## src/rtl/calc_pkg.sv

```systemverilog
// Shared types and codes for the calculator ALU front-end.
// Command/response codes, port state, issue tag layout, command check.
package calc_pkg;

    localparam logic [3:0] CMD_NONE = 4'd0;
    localparam logic [3:0] CMD_ADD  = 4'd1;
    localparam logic [3:0] CMD_SUB  = 4'd2;
    localparam logic [3:0] CMD_SHL  = 4'd5;
    localparam logic [3:0] CMD_SHR  = 4'd6;

    localparam logic [1:0] RSP_NONE = 2'b00;
    localparam logic [1:0] RSP_OK   = 2'b01;
    localparam logic [1:0] RSP_ERR  = 2'b10;
    localparam logic [1:0] RSP_BUSY = 2'b11;

    typedef enum logic [1:0] {
        ST_IDLE,
        ST_OP2,
        ST_QUEUED,
        ST_ISSUED
    } port_state_t;

    typedef struct packed {
        logic       seq;
        logic [1:0] idx;
    } tag_t;

    function automatic logic cmd_valid(input logic [3:0] cmd);
        return (cmd == CMD_ADD) || (cmd == CMD_SUB) ||
               (cmd == CMD_SHL) || (cmd == CMD_SHR);
    endfunction

endpackage

```

## src/rtl/calc_rr_arbiter.sv

```systemverilog
// Round-robin arbiter for four requesters with grant hold.
// Ports: clk, rst_n, req mask, hold (offer stalled), fire (handshake), grant, grant_idx.
module calc_rr_arbiter (
    input  logic       clk,
    input  logic       rst_n,
    input  logic [3:0] req,
    input  logic       hold,
    input  logic       fire,
    output logic [3:0] grant,
    output logic [1:0] grant_idx
);

    logic [1:0] ptr;
    logic       hold_q;
    logic [3:0] gnt_q;
    logic [3:0] rr_gnt;
    logic [1:0] idx;
    logic       found;

    // Search starts one past the last granted port.
    always_comb begin
        rr_gnt = '0;
        found  = 1'b0;
        idx    = '0;
        for (int k = 1; k <= 4; k++) begin
            idx = ptr + 2'(k);
            if (!found && req[idx]) begin
                rr_gnt[idx] = 1'b1;
                found       = 1'b1;
            end
        end
    end

    // A stalled offer keeps its grant even if new ports queue up.
    assign grant = hold_q ? gnt_q : rr_gnt;

    always_comb begin
        grant_idx = '0;
        for (int k = 0; k < 4; k++) begin
            if (grant[k]) grant_idx = 2'(k);
        end
    end

    always_ff @(posedge clk or negedge rst_n) begin
        if (!rst_n) begin
            ptr    <= 2'd3;
            hold_q <= 1'b0;
            gnt_q  <= '0;
        end else begin
            hold_q <= hold;
            if (hold) gnt_q <= grant;
            if (fire) ptr <= grant_idx;
        end
    end

endmodule

```

## src/rtl/calc_port_scheduler.sv

```systemverilog
// Four-port two-cycle request front-end onto one tagged ALU issue interface.
// Ports: per-port cmd/data in, resp/data out; alu issue (valid/ready/cmd/ops/tag),
// alu response (valid/tag/rsp/data), sticky stray_rsp.
module calc_port_scheduler
    import calc_pkg::*;
#(
    parameter int NUM_PORTS = 4,
    parameter int DATA_W    = 32,
    parameter int TIMEOUT   = 64
) (
    input  logic              c_clk,
    input  logic              reset,
    input  logic [3:0]        req1_cmd_in,
    input  logic [3:0]        req2_cmd_in,
    input  logic [3:0]        req3_cmd_in,
    input  logic [3:0]        req4_cmd_in,
    input  logic [DATA_W-1:0] req1_data_in,
    input  logic [DATA_W-1:0] req2_data_in,
    input  logic [DATA_W-1:0] req3_data_in,
    input  logic [DATA_W-1:0] req4_data_in,
    output logic [1:0]        out_resp1,
    output logic [1:0]        out_resp2,
    output logic [1:0]        out_resp3,
    output logic [1:0]        out_resp4,
    output logic [DATA_W-1:0] out_data1,
    output logic [DATA_W-1:0] out_data2,
    output logic [DATA_W-1:0] out_data3,
    output logic [DATA_W-1:0] out_data4,
    output logic              alu_valid,
    input  logic              alu_ready,
    output logic [3:0]        alu_cmd,
    output logic [DATA_W-1:0] alu_op1,
    output logic [DATA_W-1:0] alu_op2,
    output logic [2:0]        alu_tag,
    input  logic              alu_rsp_valid,
    input  logic [2:0]        alu_rsp_tag,
    input  logic [1:0]        alu_rsp,
    input  logic [DATA_W-1:0] alu_rsp_data,
    output logic              stray_rsp
);

    localparam int TW = $clog2(TIMEOUT + 1);

    logic [3:0]        cmd_in [NUM_PORTS];
    logic [DATA_W-1:0] data_in[NUM_PORTS];
    logic [3:0]        cmd_v  [NUM_PORTS];
    logic [DATA_W-1:0] op1_v  [NUM_PORTS];
    logic [DATA_W-1:0] op2_v  [NUM_PORTS];
    logic [1:0]        resp_v [NUM_PORTS];
    logic [DATA_W-1:0] data_v [NUM_PORTS];
    logic [3:0]        seq_v;
    logic [3:0]        queued;
    logic [3:0]        match;
    logic [3:0]        grant;
    logic [1:0]        gidx;
    logic              fire;
    logic              hold;
    tag_t              rtag;

    assign cmd_in[0]  = req1_cmd_in;
    assign cmd_in[1]  = req2_cmd_in;
    assign cmd_in[2]  = req3_cmd_in;
    assign cmd_in[3]  = req4_cmd_in;
    assign data_in[0] = req1_data_in;
    assign data_in[1] = req2_data_in;
    assign data_in[2] = req3_data_in;
    assign data_in[3] = req4_data_in;

    assign rtag = tag_t'(alu_rsp_tag);

    for (genvar i = 0; i < NUM_PORTS; i++) begin : g_port
        port_state_t       st;
        logic [3:0]        cmd_q;
        logic [DATA_W-1:0] op1_q;
        logic [DATA_W-1:0] op2_q;
        logic              inv_q;
        logic              seq_q;
        logic [TW-1:0]     timer_q;
        logic [1:0]        pend_q;
        logic [1:0]        resp_q;
        logic [DATA_W-1:0] data_q;
        logic              busy;
        logic              bad_op2;
        logic              hit;
        logic              tmo;
        logic [1:0]        err_now;

        assign busy = (st == ST_QUEUED || st == ST_ISSUED) &&
                      cmd_in[i] != CMD_NONE;
        assign bad_op2 = (st == ST_OP2) && inv_q;
        assign hit = alu_rsp_valid && rtag.idx == 2'(i) &&
                     st == ST_ISSUED && rtag.seq == seq_q;
        assign tmo = st == ST_ISSUED && !hit &&
                     timer_q == TW'(TIMEOUT - 1);
        // OR-merge: BUSY (11) absorbs ERR (10).
        assign err_now = pend_q |
                         (busy ? RSP_BUSY : RSP_NONE) |
                         (bad_op2 ? RSP_ERR : RSP_NONE);

        assign queued[i] = (st == ST_QUEUED);
        assign match[i]  = hit;
        assign seq_v[i]  = seq_q;
        assign cmd_v[i]  = cmd_q;
        assign op1_v[i]  = op1_q;
        assign op2_v[i]  = op2_q;
        assign resp_v[i] = resp_q;
        assign data_v[i] = data_q;

        always_ff @(posedge c_clk or negedge reset) begin
            if (!reset) begin
                st      <= ST_IDLE;
                cmd_q   <= '0;
                op1_q   <= '0;
                op2_q   <= '0;
                inv_q   <= 1'b0;
                seq_q   <= 1'b0;
                timer_q <= '0;
                pend_q  <= RSP_NONE;
                resp_q  <= RSP_NONE;
                data_q  <= '0;
            end else begin
                unique case (st)
                    ST_IDLE: begin
                        if (cmd_in[i] != CMD_NONE) begin
                            st    <= ST_OP2;
                            cmd_q <= cmd_in[i];
                            op1_q <= data_in[i];
                            inv_q <= !cmd_valid(cmd_in[i]);
                        end
                    end
                    ST_OP2: begin
                        if (inv_q) begin
                            st <= ST_IDLE;
                        end else begin
                            op2_q <= data_in[i];
                            st    <= ST_QUEUED;
                        end
                    end
                    ST_QUEUED: begin
                        if (fire && grant[i]) begin
                            st      <= ST_ISSUED;
                            timer_q <= '0;
                            seq_q   <= ~seq_q;
                        end
                    end
                    ST_ISSUED: begin
                        if (hit || tmo) st <= ST_IDLE;
                        else timer_q <= timer_q + TW'(1);
                    end
                    default: st <= ST_IDLE;
                endcase

                // ALU result or timeout owns the slot; errors wait.
                if (hit) begin
                    resp_q <= alu_rsp;
                    data_q <= (alu_rsp == RSP_OK) ? alu_rsp_data : '0;
                    pend_q <= err_now;
                end else if (tmo) begin
                    resp_q <= RSP_BUSY;
                    data_q <= '0;
                    pend_q <= err_now;
                end else begin
                    resp_q <= err_now;
                    data_q <= '0;
                    pend_q <= RSP_NONE;
                end
            end
        end
    end

    assign alu_valid = |queued;
    assign fire      = alu_valid && alu_ready;
    assign hold      = alu_valid && !alu_ready;

    calc_rr_arbiter u_arb (
        .clk       (c_clk),
        .rst_n     (reset),
        .req       (queued),
        .hold      (hold),
        .fire      (fire),
        .grant     (grant),
        .grant_idx (gidx)
    );

    // Tag carries the seq value the port will hold after this issue.
    always_comb begin
        alu_cmd = '0;
        alu_op1 = '0;
        alu_op2 = '0;
        alu_tag = '0;
        if (alu_valid) begin
            alu_cmd = cmd_v[gidx];
            alu_op1 = op1_v[gidx];
            alu_op2 = op2_v[gidx];
            alu_tag = {~seq_v[gidx], gidx};
        end
    end

    always_ff @(posedge c_clk or negedge reset) begin
        if (!reset) stray_rsp <= 1'b0;
        else if (alu_rsp_valid && match == '0) stray_rsp <= 1'b1;
    end

    assign out_resp1 = resp_v[0];
    assign out_resp2 = resp_v[1];
    assign out_resp3 = resp_v[2];
    assign out_resp4 = resp_v[3];
    assign out_data1 = data_v[0];
    assign out_data2 = data_v[1];
    assign out_data3 = data_v[2];
    assign out_data4 = data_v[3];

endmodule

```

## config.mk

```make
export PLATFORM = sky130hd
export DESIGN_NAME = calc_port_scheduler
export DESIGN_NICKNAME = d
export VERILOG_FILES = /design/src/rtl/calc_pkg.sv /design/src/rtl/calc_rr_arbiter.sv /design/src/rtl/calc_port_scheduler.sv
export SDC_FILE = /design/constraint.sdc
export NUM_CORES = 1
export LEC_CHECK = 0
export CAP_MARGIN = 20
export CORE_MARGIN = 3
export CORE_UTILIZATION = 45
export DETAILED_ROUTE_END_ITERATION = 12
export GPL_TIMING_DRIVEN = 0
export PLACE_DENSITY = 0.71
export RECOVER_POWER = 25
export SYNTH_ARGS = -nofsm -noshare
export SYNTH_HDL_FRONTEND = slang
export SYNTH_SLANG_ARGS = --single-unit
```

## constraint.sdc

```tcl
create_clock -name c_clk -period 4.25 [get_ports c_clk]
set_input_delay 0.425 -clock c_clk [delete_from_list [all_inputs] [get_ports c_clk]]
set_output_delay 0.425 -clock c_clk [all_outputs]
set_load 0.03 [all_outputs]
```

### Word level (Yosys, flattened, before mapping)

Index checks and enable logic that the tools add are counted.

| word-level totals | value |
|---|---|
| register bits | 468 |
| word-level logic and storage cells | 350 |
| output and inout port bits | 209 |
| input port bits | 185 |

| operators by class | value |
|---|---|
| bitwise gates (word level) | 21 |
| reduce and logical (&&, ||, !) cells | 109 |
| equality and inequality tests | 56 |
| add/sub/neg operators | 7 |
| muxes and demuxes | 103 |
| order comparisons | 10 |

Operators by type and width:

| cell | number |
|---|---|
| two-way mux 32 bit | 11 |
| binary-select mux 32 bit (select 2 bit) | 2 |
| two-way mux 2 bit | 42 |
| two-way mux 7 bit | 8 |
| one-hot mux 7 bit (2 select lines) | 4 |
| logical AND 1 bit | 42 |
| equality test 4 x 3 -> 1 bit, second input constant | 8 |
| two-way mux 4 bit | 8 |
| one-hot mux 2 bit (4 select lines) | 4 |
| adder 7 x 1 -> 7 bit, second input constant | 4 |
| equality test 7 x 6 -> 1 bit, second input constant | 4 |
| inequality test 2 bit, second input constant | 12 |
| AND reduction 2 bit | 12 |
| AND reduction 3 bit | 8 |
| equality test 2 bit, second input constant | 10 |
| logical OR 1 bit | 20 |
| equality test 4 x 1 -> 1 bit, second input constant | 4 |
| equality test 4 x 2 -> 1 bit, second input constant | 4 |
| bitwise OR 2 bit | 8 |
| nonzero test 4 bit | 4 |
| < comparator 2 x 3 -> 1 bit, second input constant | 5 |
| two-way mux 1 bit | 13 |
| equality test 2 x 1 -> 1 bit, second input constant | 6 |
| logical NOT 1 bit | 12 |
| 17 further kinds | 51 |

### Longest topological paths before layout

| logic depth | value |
|---|---|
| depth in word-level cells | 22 |
| depth in mapped cells | 13 |
| depth with buffers taken out | 9 |

### By module

A second synthesis with hierarchy kept.

| unflattened totals | value |
|---|---|
| cell total of the unflattened synthesis | 1,424 |
| area, all modules | 19,854.0 um2 |

Modules (own cells, without submodules):

| module | seq. area each (um2) | area each (um2) | cells an instance | instances |
|---|---|---|---|---|
| calc_port_scheduler | 11,536.1 | 19,150.9 | 1,354 | 1 |
| calc_rr_arbiter | 177.7 | 703.2 | 70 | 1 |

### Least setup slack after synthesis

No wires, ideal clock.

| timing path | value |
|---|---|
| path type | flip-flop to output port |
| from | reg u_arb.ptr[0] |
| to | out alu_op1[17] |
| stages on the path, launching flop included | 13 |
| arrival time | 3.640 ns |
| buffers on the path | 3 |
| required time | 3.825 ns |
| setup slack | 0.185 ns |
| cell sequence | dfstp_2 > buf_2 > inv_1 > ha_1 > and4b_1 > or4_4 > o311ai_1 > nor3b_1 > a21oi_1 > clkbuf_1 > clkbuf_1 > a311oi_1 > o22ai_1 |

| between the ends | value |
|---|---|
| word-level cells in the longest chain between the ends | 22 |
| elaborated cells between the ends (all ways) | 56 |
| those cells by class | add/sub: 3; order compare: 8; mux: 31; bitwise: 4; reduce/logical: 10 |

Ends and longest elaborated chain:

| item | RTL line | source |
|---|---|---|
| start, declared | calc_rr_arbiter.sv:13 | `logic [1:0] ptr;` |
| start signal, assigned | calc_rr_arbiter.sv:52 | `if (fire) ptr <= grant_idx;` |
| branches (longest 12 deep; another with < comparator 2 x 3 -> 1 bit) | n/a |  |
| two-way mux 4 bit (*) | calc_rr_arbiter.sv:27 | `if (!found && req[idx]) begin` |
| two-way mux 4 bit (*) | calc_rr_arbiter.sv:35 | `assign grant = hold_q ? gnt_q : rr_gnt;` |
| two-way mux 1 bit | calc_rr_arbiter.sv:40 | `if (grant[k]) grant_idx = 2'(k);` |
| two-way mux 2 bit | calc_rr_arbiter.sv:40 |  |
| two-way mux 2 bit (*) | calc_rr_arbiter.sv:40 |  |
| inverter 2 -> 3 bit (not written as such) (*) | calc_port_scheduler.sv:193 | `alu_op1 = op1_v[gidx];` |
| binary-select mux 32 bit (select 2 bit) (*) | calc_port_scheduler.sv:193 |  |
| two-way mux 32 bit (not written as such) (*) (2 in series) | calc_port_scheduler.sv:193 |  |
| two-way mux 32 bit (*) | calc_port_scheduler.sv:191 | `if (alu_valid) begin` |
| end, declared | calc_port_scheduler.sv:32 | `output logic [DATA_W-1:0] alu_op1,` |

Every way passes the cells marked *. The select of a mux whose other input is x is not followed.

### Worst setup path after layout

| timing path | value |
|---|---|
| from | reg u_arb.ptr[1] |
| to | out alu_op2[19] |

| between the ends | value |
|---|---|
| word-level cells in the longest chain between the ends | 22 |
| elaborated cells between the ends (all ways) | 56 |
| those cells by class | add/sub: 3; order compare: 8; mux: 31; bitwise: 4; reduce/logical: 10 |

Ends and longest elaborated chain:

| item | RTL line | source |
|---|---|---|
| branches (longest 12 deep; another with < comparator 2 x 3 -> 1 bit) | n/a |  |
| two-way mux 4 bit (*) | calc_rr_arbiter.sv:27 |  |
| two-way mux 4 bit (*) | calc_rr_arbiter.sv:35 |  |
| two-way mux 1 bit | calc_rr_arbiter.sv:40 |  |
| two-way mux 2 bit | calc_rr_arbiter.sv:40 |  |
| two-way mux 2 bit (*) | calc_rr_arbiter.sv:40 |  |
| inverter 2 -> 3 bit (not written as such) (*) | calc_port_scheduler.sv:194 | `alu_op2 = op2_v[gidx];` |
| binary-select mux 32 bit (select 2 bit) (*) | calc_port_scheduler.sv:194 |  |
| two-way mux 32 bit (not written as such) (*) (2 in series) | calc_port_scheduler.sv:194 |  |
| two-way mux 32 bit (*) | calc_port_scheduler.sv:191 |  |
| end, declared | calc_port_scheduler.sv:33 | `output logic [DATA_W-1:0] alu_op2,` |

Marks and branches as above.

==> run metrics <==
share of total power in the clock network 14.9%; top flip-flop cell by instance count after synthesis dfrtp_1; Worst Hold End g_port[3].op1_q[20]; area of the core 43460 sq um; Avg WL per Cell 24.68 um; number of buffers inserted during clock tree synthesis 48; Root Driver clkbuf_16; sequential group share of total power 23.5%; Tot Pwr 0.02995 W; vias per cell 5.764; R2R setup slack 0.82 ns; area of all placed cells without fillers 28640 sq um; top achievable clock speed 0.2187 GHz; #FFs+latches synth 468; final HPWL from detailed placement 49980 um; number of DRC violations after detailed-routing iteration 0 1520; cell-by-cell listing of the critical path clkinvlp_4 > ha_4 > nor4bb_4 > or4_4 > o311ai_1 > nor3b_2 > a21o_1 > clkbuf_8 > clkbuf_4 > o21ai_0 > o22ai_4 > buf_6; wire length of the first global-routing pass 105500 um; proportion of register bits with asynchronous set or reset after synthesis 100.0%; most common library cell in the layout ignoring fill and taps dfrtp_1; Hold Worst Slack 0.3966 ns; Crit Path Class flop to output port; post-synth top area cell dfrtp_1; worst flop-to-flop path endpoint g_port[2].seq_q; post-synth cell types 68; power share of the combinational group 61.6%; Fin. Hold Viols 0; average footprint of a synthesized cell 10.97 sq um; violated checks capacitance limit, slew limit, setup timing; Slowest cell on crit path or4_4; final design utilization 65.91%; clk_lat worst skew 0.59 ns; Worst Hold Depth 3; Setup WS post-layout -0.3217 ns; DR pass1 iterations 6; IO buf count 393; total of endpoints with negative setup slack in the final report 71; initial standard-cell utilization of the core 45.97%; type of the tightest min-delay check primary input to flop; outcome finished, violations left; data arrival time of the critical path 4.15 ns; sum of routed wire length over all layers 72050 um; overall die height 216.7 um; Worst Reg2Reg Path Length in Cells 12; overflow left after global routing 0; proportion of netlist area held by the largest area contributor 58.37%; number of buffers on the longest clock path 3; cell area after synthesis 19980 sq um; number of design rule violations left after detail routing 0; antenna violations before repair 11; placed cell area 24760 sq um; post-layout minimum cycle time 4.572 ns; maximum VDD drop 1.053 mV; CP delay by family, top compound AO/OA/AOI/OAI gates; number of vias after detailed routing 16820; global-route total usage across every layer 29.80%; site row count 76; sink count of the clock tree 468; origin of the worst min-delay path req4_data_in[20]; maximum single-stage delay on the critical path 0.60 ns; startpoint class of the critical path flop; biggest area contributors in the synthesized netlist dfrtp_1, mux2_2, nand2_1, nor2_1, o21ai_0; Synth Net Count 2018; commonest cells after routing, fill and taps aside dfrtp_1, clkdlybuf4s50_1, nand2_1; Critical path buffers and inverters 4; post-route antenna net violation count 0; Slew Viols, Final 74; headroom to the max-slew limit -107.0%; final weighted congestion in routability-driven placement 0.8739; power per cell area 1046 nW/um^2; unrepaired setup endpoints after global routing true; share of final-layout standard cells stronger than drive strength 1 25.33%; maximum fanout encountered on the critical timing path 10; maximum level of the CTS H-tree 2; crit share post-route 107.6%; post-route clock skew 0.02186 ns; startpoint of the most critical register-to-register path u_arb.ptr[1]; vias in the first global route 16950; clock-pin slew on the worst setup and hold paths 0.06 ns; Leak Pwr 12.31 nW; total of max-cap violations 1; layout-stage area growth over the synthesis result 43.36%; Die Span X 216.7 um; Post-synth EDFFs 0; critical path depth in cells 12; # nets final 2488; sort of element at the end of the critical path output port; TritonCTS clock tree built; Req. time, crit path 3.83 ns; Psw 0.01356 W; number of top-level design ports 394; number of cells produced by synthesis 1821; switching power as a share of total power 45.27%; slew of the pin with the lowest slew margin 3.105 ns; register area share after synthesis 58.63%; Pint 0.01639 W; Worst Setup Slack post-DPL -1.327 ns; die area 46960 sq um; count of yosys warnings during synthesis 0; largest net degree at the start of global routing 114
[flip-flops by register name (all words and copies together), names as in the netlist, 8 cells and up, named ones only]
register,count
out_data2,32
out_data1,32
out_data4,32
g_port.pend_q,8
g_port.op1_q,128
g_port.timer_q,28
g_port.op2_q,128
g_port.cmd_q,16
out_data3,32
[power by group through the flow]
stage               sequential (W)  clock [W]  combinational [W]
floorplan                  0.00676          0            0.00809
finish                     0.00703    0.00448             0.0184
CTS                        0.00692    0.00452             0.0163
global route               0.00719    0.00470             0.0192
detailed placement         0.00693          0             0.0136
global placement           0.00690          0             0.0134
[logic make-up after synthesis]
kind of cell               after synthesis  share of synthesized area (%)
DFF                                    468                          58.63
xor gates and xnor gates                27                          1.184
adders and majority gates               12                         0.7515
AOI/OAI and AO/OA                      321                          10.67
and+or+nand+nor                        559                          11.99
muxes                                  225                          12.63
buffers and inverters                  209                          4.158
[stage by stage]
| step | setup TNS (ns) | std cells |
|---|---|---|
| finish | -12.86 | 2919 |
| global route | -20.36 | 2915 |
| CTS | -14.73 | 2904 |
| detailed placement | -74.86 | 2803 |
| global placement | -8137.25 | 2799 |
| floorplan | 0 | 1821 |
[synth_stat cells, types with 2 or more instances]
library cell / n
a211oi_1: 2
a21o_1: 6
a21oi_1: 64
a221o_1: 2
a221oi_1: 5
a22o_1: 8
a311oi_1: 38
a311oi_2: 6
and2_1: 2
and2b_1: 2
and3_1: 9
buf_1: 6
buf_2: 19
buf_6: 3
clkbuf_1: 98
dfrtp_1: 466
dfstp_2: 2
ha_1: 12
inv_1: 82
mux2_2: 196
mux2i_1: 27
mux4_2: 2
nand2_1: 260
nand2b_1: 10
nand3_1: 40
nand4_1: 9
nor2_1: 183
nor2b_1: 13
nor3_1: 7
nor3b_1: 2
nor4bb_1: 2
o211ai_1: 6
o21a_1: 4
o21ai_0: 92
o21ai_1: 2
o221ai_1: 25
o22ai_1: 43
o311ai_1: 3
o31a_1: 2
o41ai_1: 2
or4_1: 7
xnor2_1: 8
xor2_1: 19
[worst min-delay path, delay by kind of cell]
family / cells / cell delay [ns]
simple gates: 2 / 0.11
buf+inv: 1 / 0.42
[how the worst max path moves through the flow]
stage                               end         start  slack [ns]
floorplan                   alu_op1[17]  u_arb.ptr[0]        0.18
global placement    g_port[3].op2_q[27]         reset      -17.30
detailed placement          alu_op1[12]  u_arb.ptr[0]       -1.33
CTS                         alu_op2[28]  u_arb.ptr[0]       -0.28
global route                alu_op1[11]  u_arb.ptr[1]       -0.38
finish                      alu_op2[19]  u_arb.ptr[1]       -0.32
[layer usage]
| layer | routed length (um) | GRT usage [%] | vias to the layer above |
|---|---|---|---|
| met5 | 82 | 0 | - |
| met3 | 7326 | 6.913 | 225 |
| met4 | 3655 | 14.51 | 14 |
| met2 | 33500 | 47.57 | 942 |
| li1 | - | - | 7223 |
| met1 | 27490 | 38.53 | 8420 |
[what timing repair did]
action,CTS,global route
setup buffers,12,11
resized for setup,705,166
endpoints found under the setup margin,71,72
hold buffers,1,0
hold endpoints to repair,72,0
gates cloned,1,0
pin swaps,32,12
[area by class of cell]
type | count | area (sq um)
fill | 3185 | 14810
clock buffer | 70 | 1384
multi-input combinational | 1144 | 9010
sequential | 468 | 11710
timing repair buffer | 422 | 4319
tap | 585 | 732.0
inverter | 83 | 320.3
buffer | 124 | 862.1
antenna | 5 | 12.51
clock inverter | 18 | 289.0
(Power assumes the default switching activity.)
==> patch 1 (config.mk and constraints unchanged) <==
Set the parameter `TIMEOUT` to 128 (it was 64).
--- a/src/rtl/calc_port_scheduler.sv
+++ b/src/rtl/calc_port_scheduler.sv
@@ -6,7 +6,7 @@
 #(
     parameter int NUM_PORTS = 4,
     parameter int DATA_W    = 32,
-    parameter int TIMEOUT   = 64
+    parameter int TIMEOUT   = 128
 ) (
     input  logic              c_clk,
     input  logic              reset,
Behaviour: same outputs for any inputs over 4 cycles, from zero or initial values and one cycle with reset low; that may be too few to reach the edited logic, so the function may still have changed.
==> patch 1 against the original RTL <==
The run still ends with capacitance limit, slew limit, setup timing left. Total power is 0.85% lower. Sequential cell count is 4 higher. First-iteration DRC count shrank 22%. Hold slack gained 13 ps. Cell area rose by 1.6%. Wire length is 4.0% lower. Synthesized area increased by 4.1%. Synthesized cell count grew 1.4%. Setup slack improved by 310 ps. Critical path type unchanged. Critical endpoint is now alu_op1[5]. Highest routed layer unchanged.
==> patch 1: results (changes against the original RTL) <==
- Placed Area: 0.0256 mm^2 (+3.4%)
- Pre-CTS setup slack: -1050 ps (+274 ps)
- Register area share after synthesis: 0.568 (-0.0182)
- Synth Area in Compound Gates: 0.130 (+0.0230)
- First-pass GRT wire length: 105000 um (-0.68%)
- Worst Slack Setup Final: -13.6 ps (+308 ps)
- Unique masters post-synth: 66 (-2.9%)
- Number of nets in the layout: 2534 (+1.8%)
- Failing checks: capacitance limit, slew limit, setup timing
- Number of global-route vias before repair: 17605 (+3.9%)
- Maxcap violations: 2 (+1)
- Highest ir drop seen on vdd: 1420 uV (+35%)
- Hpwl dp: 49400 um (-1.2%)
- Worst min-delay path startpoint: req1_data_in[1]
- Dpl cells: 2844 (+1.5%)
- Filler cell count: 3534 (+11%)
- Capture point of the worst path: alu_op1[5]
- Gpl congestion: 0.933 (+6.8%)
- Final clock skew: 34.9 ps (+13.1 ps)
- Fin cells: 2976 (+2.0%)
- Synth area leaders: dfrtp_1 57%, mux2_2 12%, nand2_1 3.6%
- Leakage Power: 12.8 nW (+4.3%)
- Initial DRC Count: 1190 (-22%)
- Share of cells above drive strength 1: 0.287 (+0.0341)
- Multiplexer area fraction after synthesis: 0.126 (-0.000673)
- Total number of vias: 16755 (-0.41%)
- GRT Overall Usage: 0.274 (-0.0245)
- Port bufs: 392 (-0.25%)
- Count of final setup violators: 2 (-97%)
- Largest net degree at the start of global routing: 123 (+7.9%)
- Tightest Pin Transition: 1610 ps (-1490 ps)
- Most frequent cells after synthesis: 470 x dfrtp_1, 229 x mux2_2, 198 x nand2_1, 193 x nor2_1, 144 x inv_1
- Worst setup startpoint: u_arb.ptr[1]
- Synth Area in XOR/XNOR: 0.0139 (+0.00206)
- Status: finished, violations left
- Worst skew pair latency: 610 ps (+20 ps)
- CP Data Arrival Time: 3840 ps (-310 ps)
- Adder-Cell Fraction of Synth Area: 0.00722 (-0.000294)
- Cells on worst reg2reg path: 10 (-2)
- Max Slew Vio Count: 150 (+100%)
## patch 1: cell types whose count changed after synthesis, moves of 38 or more
cell,unedited run,this run
inv_1,82,144
a211oi_1,2,71
nand2_1,260,198
a32o_1,0,68
o22ai_1,43,2
a21oi_1,64,19
o21ai_0,92,42
a311oi_1,38,0
## patch 1: stage by stage
step / total power, W / utilization
3_5_place_dp: 0.0212 / 0.563
4_1_cts: 0.0277 / 0.623
3_3_place_gp: 0.0210 / 0.560
2_1_floorplan: 0.0157 / -
5_1_grt: 0.0310 / 0.640
6_report: 0.0297 / 0.640
## patch 1: cell families (layout without fill, tap and decap cells)
family,count (synthesis),in the layout
compound gates,326,326
xor+xnor,33,33
fa+ha+maj,12,12
buf+inv,282,809
flops,472,472
mux,231,231
other cells,0,3
simple gates,490,490
## patch 1: final cells by class
cell class,instances,area (um^2),area share
diodes,3,7.51,0.000258
plain buffers,133,898,0.0309
clock buffers,73,1420,0.0487
clock inverters,14,223,0.00765
inverters,145,552,0.0190
multi-input cells,1092,8780,0.302
flip-flops and latches,472,11800,0.406
well taps,600,751,0.0258
repair buffers,444,4660,0.160
## patch 1: how the worst min path moves through the flow
stage	endpoint	slack (ps)	depth (start not counted)
after CTS	g_port[3].op1_q[8]	240	2
after floorplan	async pin	130	0
final	g_port[0].op2_q[1]	410	3
after global placement	stray_rsp	450	1
after global routing	g_port[0].op2_q[2]	420	3
after detailed placement	g_port[3].op2_q[10]	280	1
## patch 1: routing by layer
metal  routed length (um)  vias to the layer above  share of wire  GRT usage
met5                  143                        -         0.0021          0
met4                 2740                       20          0.040      0.105
met3                 5630                      189          0.081     0.0813
met2                34300                      741           0.50      0.474
met1                26400                     8362           0.38      0.321
li1                     -                     7443              -          -
## patch 1: where the power goes
| part | internal (W) | total, W | leakage (nW) | switching, W |
|---|---|---|---|---|
| Combinational | 0.00813 | 0.0182 | 6.12 | 0.0101 |
| Sequential | 0.00609 | 0.00702 | 5.92 | 0.000925 |
| Clock | 0.00261 | 0.00443 | 0.798 | 0.00182 |
## patch 1: what timing repair did
item	CTS	global route
pin swaps	26	47
setup endpoints to repair	71	72
gates resized for setup	624	202
gates cloned	6	5
hold endpoints to repair	26	0
setup buffers	29	5
hold buffers	1	0
## patch 1: worst max-delay path: stages (launching register included)
cell and delay (ps):
dfstp_2 580, clkinvlp_4 130, ha_4 310, mux4_2 400, buf_6 170, a2111oi_4 390
buf_4 200, a21oi_4 60, buf_6 160, buf_8 160, a211oi_4 280, a32o_2 210
buf_6 140
==> patch 2 (same settings) <==
Without the edit above. One comparison of `timer_q` changes from == to >=.
--- a/src/rtl/calc_port_scheduler.sv
+++ b/src/rtl/calc_port_scheduler.sv
@@ -91,7 +91,7 @@
         assign hit = alu_rsp_valid && rtag.idx == 2'(i) &&
                      st == ST_ISSUED && rtag.seq == seq_q;
         assign tmo = st == ST_ISSUED && !hit &&
-                     timer_q == TW'(TIMEOUT - 1);
+                     timer_q >= TW'(TIMEOUT - 1);
         // OR-merge: BUSY (11) absorbs ERR (10).
         assign err_now = pend_q |
                          (busy ? RSP_BUSY : RSP_NONE) |
Check against the original RTL: same outputs for any inputs over 4 cycles, from zero or initial values and one cycle with reset low; that may be too few to reach the edited logic, so the function may still have changed.
==> patch 2 against the original RTL <==
The run ends with capacitance limit, slew limit left. Synthesized area decreased by 1.1%. Total power is 15% lower. Setup slack better by 360 ps. Final cell count is 6.4% lower. Wire length decreased by 12%. Maximum frequency up 8.5%. Cell area is 7.7% lower. Sequential cell count unchanged. Critical path type unchanged. Largest cell class unchanged.
==> patch 2: results (changes against the original RTL) <==
- Synth area leaders: dfrtp_1 59%, mux2_2 12%, nand2_1 3.5%
- CP Data Arrival Time: 3790 ps (-360 ps)
- Met2 Resource Use GR: 0.452 (-0.0240)
- Number of nets in the layout: 2301 (-7.5%)
- DR vias/cell: 5.52 (-4.1%)
- Initial DRC Count: 1094 (-28%)
- Pre-CTS setup slack: -692 ps (+634 ps)
- Leakage Power: 11.6 nW (-5.7%)
- Port bufs: 392 (-0.25%)
- Synth warnings: 0 (unchanged)
- Status: finished, violations left
- Final clock skew: 25.3 ps (+3.48 ps)
- Largest net degree at the start of global routing: 133 (+17%)
- DR WL met2: 30600 um (-8.6%)
- Share of cells above drive strength 1: 0.229 (-0.0245)
- Highest ir drop seen on vdd: 850 uV (-19%)
- Failing checks: capacitance limit, slew limit
- M3 GR Usage: 0.0684 (-0.000694)
- Max Slew Vio Count: 243 (+230%)
- Post-cts gate resize count: 460 (-35%)
- Number of global-route vias before repair: 15386 (-9.2%)
- Tightest Pin Transition: 2530 ps (-579 ps)
- Routed len/inst: 23.3 um (-5.5%)
- Initial antenna violation count: 10 (-1)
- Most frequent cells after synthesis: 466 x dfrtp_1, 209 x mux2_2, 185 x nand2_1, 178 x nor2_1, 102 x o21ai_0
- Gate Count Post-Synth: 1653 (-9.2%)
- GRT Overall Usage: 0.270 (-0.0278)
- First-pass GRT wire length: 95400 um (-9.6%)
- Fin cells: 2732 (-6.4%)
- Met3 wire length: 5040 um (-31%)
- Mapped Nets: 1850 (-8.3%)
- Post-CTS setup buffers: 2 (-10)
- Gpl congestion: 0.862 (-1.4%)
- Htree depth: 2 (unchanged)
- Worst setup startpoint: u_arb.ptr[0]
- Grt total ovfl: 0 (unchanged)
- Met1 Track Usage GR: 0.351 (-0.0343)
- Hold buffers post-CTS: 1 (unchanged)
- Dpl cells: 2634 (-6.0%)
- Inserted Clock Buffers: 49 (+2.1%)
- Met1 wire length: 26300 um (-4.4%)
- Maxcap violations: 2 (+1)
- Worst min path class: in2async
- Register area share after synthesis: 0.593 (+0.00638)
- Unique masters post-synth: 58 (-15%)
- Hpwl dp: 46600 um (-6.8%)
- Placed Area: 0.0245 mm^2 (-0.91%)
==> patch 2: worst max-delay path, stage by stage (launching register included) <==
cell and delay (ps):
dfstp_2 580, inv_4 90, ha_4 320, mux4_2 370, nand2_1 110, nand2_1 60
o41a_1 520, buf_2 260, a311o_1 330, a21oi_1 280, clkbuf_4 280
==> patch 2: area by class of cell <==
class,instances,area (um^2)
Antenna cell,6,15.0
Tap cell,585,732
Multi-Input combinational cell,1020,7760
Inverter,62,235
Clock inverter,20,219
Fill cell,3443,16800
Buffer,102,556
Clock buffer,68,1380
Timing Repair Buffer,401,3840
Sequential cell,468,11700
==> patch 2: cells by family (layout without fill, tap and decap cells) <==
logic type                 after synthesis  count (layout)  share of synthesized area
buffers and inverters                  165             653                     0.0353
and+or+nand+nor                        459             459                     0.0987
other                                    0               6                          0
adders and majority gates               12              12                    0.00760
AOI/OAI and AO/OA                      244             244                     0.0970
DFF                                    468             468                      0.593
muxes                                  281             281                      0.158
xor gates and xnor gates                24              24                     0.0106
==> patch 2: power by group <==
group | internal, W | total [W] | switching (W) | leakage [nW]
Combinational | 0.00543 | 0.0142 | 0.00877 | 4.95
Clock | 0.00251 | 0.00427 | 0.00177 | 0.784
Sequential | 0.00603 | 0.00686 | 0.000825 | 5.88
==> patch 2: path summary, 6_finish.rpt <==
path / depth (start not counted) / slack, ps / end
min in group c_clk: 2 / 410 / u_arb.gnt_q[1]
worst max register to register: 8 / 1270 / g_port[3].timer_q[0]
max in group asynchronous: 4 / 780 / g_port[0].op2_q[15]
worst min register to register: 1 / 470 / stray_rsp
worst max-delay path: 10 / 40 / alu_tag[2]
worst min-delay path: 2 / 220 / out_data4[5]
